$ cat config.mk
export PLATFORM = sky130hd
export DESIGN_NAME = cond_inv_pipe
export DESIGN_NICKNAME = d
export VERILOG_FILES = /design/src/rtl/cond_inv_pipe.sv
export SDC_FILE = /design/constraint.sdc
export NUM_CORES = 1
export LEC_CHECK = 0
export BUFFER_PORTS_ARGS = -buffer_cell sky130_fd_sc_hd__buf_2
export CORE_MARGIN = 2
export CORE_UTILIZATION = 47
export CTS_CLUSTER_DIAMETER = 100
export DETAILED_ROUTE_END_ITERATION = 6
export PLACE_DENSITY_LB_ADDON = 0.12
export SLEW_MARGIN = 20
export SYNTH_ARGS = -nofsm -noshare
export SYNTH_HDL_FRONTEND = slang
export SYNTH_SLANG_ARGS = --single-unit
$ cat constraint.sdc
create_clock -name CLK -period 4.05 [get_ports CLK]
set_input_delay 0.6075 -clock CLK [delete_from_list [all_inputs] [get_ports CLK]]
set_output_delay 0.6075 -clock CLK [all_outputs]
set_load 0.005 [all_outputs]
$ cat src/rtl/cond_inv_pipe.sv
// Per-lane conditional invert into a 2-entry output queue; result visible the cycle after accept.
// in_ready drops only when both entries are held; out_data holds steady while the consumer stalls.
module cond_inv_pipe #(
    parameter int WIDTH    = 8,
    parameter int CHANNELS = 4,
    parameter int CNT_W    = 16
) (
    input  logic                      CLK,
    input  logic                      RST,
    input  logic                      in_valid,
    output logic                      in_ready,
    input  logic [CHANNELS*WIDTH-1:0] in_data,
    input  logic [CHANNELS-1:0]       in_sel,
    input  logic [1:0]                mode,
    output logic                      out_valid,
    input  logic                      out_ready,
    output logic [CHANNELS*WIDTH-1:0] out_data,
    input  logic                      cnt_clr,
    output logic [CNT_W-1:0]          inv_count
);
    localparam int DW = CHANNELS * WIDTH;
    localparam int PW = $clog2(CHANNELS + 1);

    logic [DW-1:0]       r_mem [2];
    logic                r_wr_ptr;
    logic                r_rd_ptr;
    logic [1:0]          r_occ;
    logic                r_in_rdy;
    logic [CNT_W-1:0]    r_cnt;

    logic [DW-1:0]       w_res;
    logic [CHANNELS-1:0] w_inv;
    logic [PW-1:0]       w_ninv;
    logic                w_push;
    logic                w_pop;
    logic [1:0]          w_occ_nxt;
    logic [CNT_W:0]      w_sum;

    always_comb begin
        w_res  = '0;
        w_inv  = '0;
        w_ninv = '0;
        for (int c = 0; c < CHANNELS; c++) begin
            case (mode)
                2'b00:   w_inv[c] = 1'b0;
                2'b01:   w_inv[c] = in_sel[c];
                2'b10:   w_inv[c] = 1'b1;
                default: w_inv[c] = ~in_sel[c];
            endcase
            w_res[c*WIDTH +: WIDTH] = w_inv[c] ? ~in_data[c*WIDTH +: WIDTH]
                                               :  in_data[c*WIDTH +: WIDTH];
            w_ninv = w_ninv + PW'(w_inv[c]);
        end
    end

    assign w_push    = in_valid & r_in_rdy;
    assign w_pop     = (r_occ != 2'd0) & out_ready;
    assign w_occ_nxt = r_occ + {1'b0, w_push} - {1'b0, w_pop};
    assign w_sum     = {1'b0, r_cnt} + (CNT_W+1)'(w_ninv);

    // in_ready is registered from the next occupancy, so it never sees out_ready combinationally
    always_ff @(posedge CLK or negedge RST) begin
        if (!RST) begin
            r_mem[0] <= '0;
            r_mem[1] <= '0;
            r_wr_ptr <= 1'b0;
            r_rd_ptr <= 1'b0;
            r_occ    <= 2'd0;
            r_in_rdy <= 1'b0;
            r_cnt    <= '0;
        end else begin
            if (w_push) begin
                r_mem[r_wr_ptr] <= w_res;
                r_wr_ptr        <= ~r_wr_ptr;
            end
            if (w_pop) begin
                r_rd_ptr <= ~r_rd_ptr;
            end
            r_occ    <= w_occ_nxt;
            r_in_rdy <= (w_occ_nxt != 2'd2);
            if (cnt_clr) begin
                r_cnt <= w_push ? CNT_W'(w_ninv) : '0;
            end else if (w_push) begin
                r_cnt <= w_sum[CNT_W] ? '1 : w_sum[CNT_W-1:0];
            end
        end
    end

    assign in_ready  = r_in_rdy;
    assign out_valid = (r_occ != 2'd0);
    assign out_data  = r_mem[r_rd_ptr];
    assign inv_count = r_cnt;

endmodule
==> run metrics <==
run status=finished clean; Setup-failing EPs final=0; RSZ-0062 raised after global routing=false; Psw=1.162 mW; critical path endpoint category=register; Final period util=89.84%; Port Buffers=92; Die Wd=just under 100 µm; DRT iter0 DRCs=92; CTS Buf Count=9; DRC Markers=0; clock share of power=between 20% and 30%; Initial Utilization=48.11%; worst min path class=input port to asynchronous set/reset pin; peak supply drop=just under 0.4 mV; vias post-DR=3195; Final Max Tran Viols=0; CP required=4310 ps; clk_skew=11.89 ps; TritonCTS clock tree=built; H-Tree Depth=3; WL/cell=approximately 15 µm; Placed Area=0.004746 mm²; Setup crit start kind=input port; total power=3.333 mW; antenna violations before repair=0; FILL cells=around 830; Area Growth Syn to Fin=19.42%; WL met1=4.381 mm; Detail Placement HPWL=6.010 mm; max-cap violations=0; grt total ovfl=0; multiplexer share of the synthesized area=9.110%; Max-slew headroom=a little under a third; pwr/cell area=668.4 mW/mm²; Simple-Gate Fraction of Synth Area=about 11%; ANT cells=0; storage element area=0.002127 mm²; crit path kind=input port to register; Synth Register Bits=85; first-pass GRT wire length=~15 mm; Comb power frac=38.4%; post-synthesis adder-cell area fraction=under 10%; Post-Syn Instances=~410; sequential share of power=40.7%; Antenna Nets Post-Route=0; Die H=about 98 µm; Post-Synthesis Cell Area=0.004175 mm²; Multi-input gate area=0.001928 mm²; Hold Violations, Final=0; DR WL met3=roughly 420 µm; post-synthesis compound-gate area fraction=14.17%; post-route cell area=0.004986 mm²; I/O pins=93; core box area=0.008678 mm²; pin count of the biggest net entering global routing=86; fmax=274.8 MHz; switching part of the total power=34.87%; Distinct cells, synth=33; GP Congestion=0.8459; DR WL met2=4.223 mm; post-synthesis xor/xnor area fraction=8.391%; setup TNS=0 ps; Mapped Nets=465; Finished Core Util=57.45%; Lkg Pwr=2.484 nW; via-per-instance ratio=between 5 and 6; Worst Path Arrival=between 3000 and 4000 ps; Total GRT Usage=19.41%; vias in the first global route=around 3100; fin crit period=~3600 ps; TritonRoute pass-1 iters=4; CP max FO=12; Slew @ Worst Pin=1043 ps; Rows=34; Syn Area/Cell=a little over 10 µm²; layout cells sized above 1=around 30%; largest family of logic cells by synthesized area=compound AO/OA/AOI/OAI gates; Reg clk slew, reported paths=100 ps; routed wire length=between 9 and 10 mm; die area=~0.0097 mm²; Clock Latency Late Sink=360 ps; nets=553; Layout Cells excl Fill=between 600 and 700; clk sinks=85; sequential share of the synthesized area=50.94%; Setup Fix Bufs, Post-CTS=0; uppermost routed layer=met4; Int Pwr=2.170 mW; clock root buffer=clkbuf_8; cts hold-fix bufs=0; Cells after DPL=between 500 and 600; Longest Clk Path Bufs=2; CTS resizes=0; Syn. warnings=0
[Yosys cell counts (all sizes together)]
cell type | instances | area [µm²]
buf | 2 | 10.01
nor3 | 2 | 10.01
and3 | 6 | 37.54
and4 | 2 | 17.52
mux2i | 2 | 20.02
xnor2 | 3 | 26.28
and2 | 5 | 31.28
a21oi | 8 | 40.04
clkbuf | 20 | 75.07
fa | 2 | 40.04
or3 | 1 | 6.260
xor2 | 37 | 324.1
nor2 | 4 | 15.01
a31oi | 8 | 50.05
a41oi | 2 | 17.52
inv | 12 | 45.04
mux2 | 32 | 360.4
nand3 | 3 | 15.01
a211oi | 7 | 52.55
dfrtp | 85 | 2127
a41o | 2 | 20.02
nor2b | 3 | 18.77
o21ai | 70 | 350.3
or2 | 1 | 6.260
nand2b | 3 | 18.77
nand4 | 1 | 6.260
ha | 7 | 87.58
o21bai | 1 | 7.510
a311oi | 3 | 26.28
o2111a | 1 | 11.26
a21o | 1 | 7.510
o31a | 1 | 8.760
nand2 | 76 | 285.3
[layer usage]
metal	vias up	global-route usage, %
met4	0	6.006
met2	66	30.14
met3	12	3.794
met1	1519	27.80
li1	1598	-
met5	-	0
[stage by stage]
step                setup WS [ps]  hold slack (ps)
floorplan                   36.37            311.9
global placement            162.4            457.1
detailed placement          73.96            465.2
CTS                         403.3            480.2
global route                215.5            354.3
finish                      411.4            279.2
[worst paths after layout]
path | from | endpoint | slack [ps] | cells past startpoint
hold / removal | RST | r_mem[44] | 280 | 1
setup / recovery | mode[0] | inv_count[9] | 410 | 13
setup reg to reg | inv_count[0] | inv_count[9] | 1650 | 7
min in group CLK | r_mem[36] | r_mem[36] | 480 | 2
hold reg to reg | r_mem[36] | r_mem[36] | 480 | 2
max in group asynchronous | RST | r_occ[1] | 3230 | 1
[power by group through the flow]
stage	logic, mW	clock network (mW)	registers (mW)
2_1_floorplan	0.863	0	1.32
3_3_place_gp	1.27	0	1.36
3_5_place_dp	1.30	0	1.37
4_1_cts	1.31	0.713	1.36
5_1_grt	1.46	0.748	1.40
6_report	1.28	0.696	1.36
[cells in the final DEF (no fill, tap or decap), drive strengths merged, types with 2 or more instances in the layout]
cell	n
buf	99
dfrtp	85
nand2	76
o21ai	70
xor2	37
mux2	32
inv	14
clkbuf	9
a21oi	8
a31oi	8
a211oi	7
ha	7
and3	6
and2	5
nor2	4
xnor2	3
nor2b	3
nand3	3
a311oi	3
nand2b	3
and4	2
a41o	2
a41oi	2
mux2i	2
nor3	2
fa	2
bufinv	2
clkinv	2
[flip-flops by register name, summed over array words and instances (netlist names)]
signal,flops
r_wr_ptr,1
r_occ,2
r_rd_ptr,1
r_mem,64
inv_count,16
in_ready,1
[critical path, cell delays in order]
cell and delay [ps]:
buf_2 120, nand2_1 80, xor2_1 190, inv_1 80, fa_1 510, ha_1 220
ha_1 310, inv_1 70, fa_1 440, nor2b_1 190, o21ai_0 120, or3_1 600
a311oi_1 360
[cell families after synthesis]
group           count (synthesis)
buf+inv                        34
fa+ha+maj                       9
flops                          85
compound gates                104
xor+xnor                       40
mux                            34
simple gates                  107
[layout make-up]
cell class	instances	share of cell area (%)
inverters	12	0.9034
clock buffers	9	2.484
repair buffers	99	10.41
well taps	108	2.710
clock inverters	7	2.158
flip-flops and latches	85	42.66
multi-input cells	294	38.67
(Power assumes the default switching activity.)
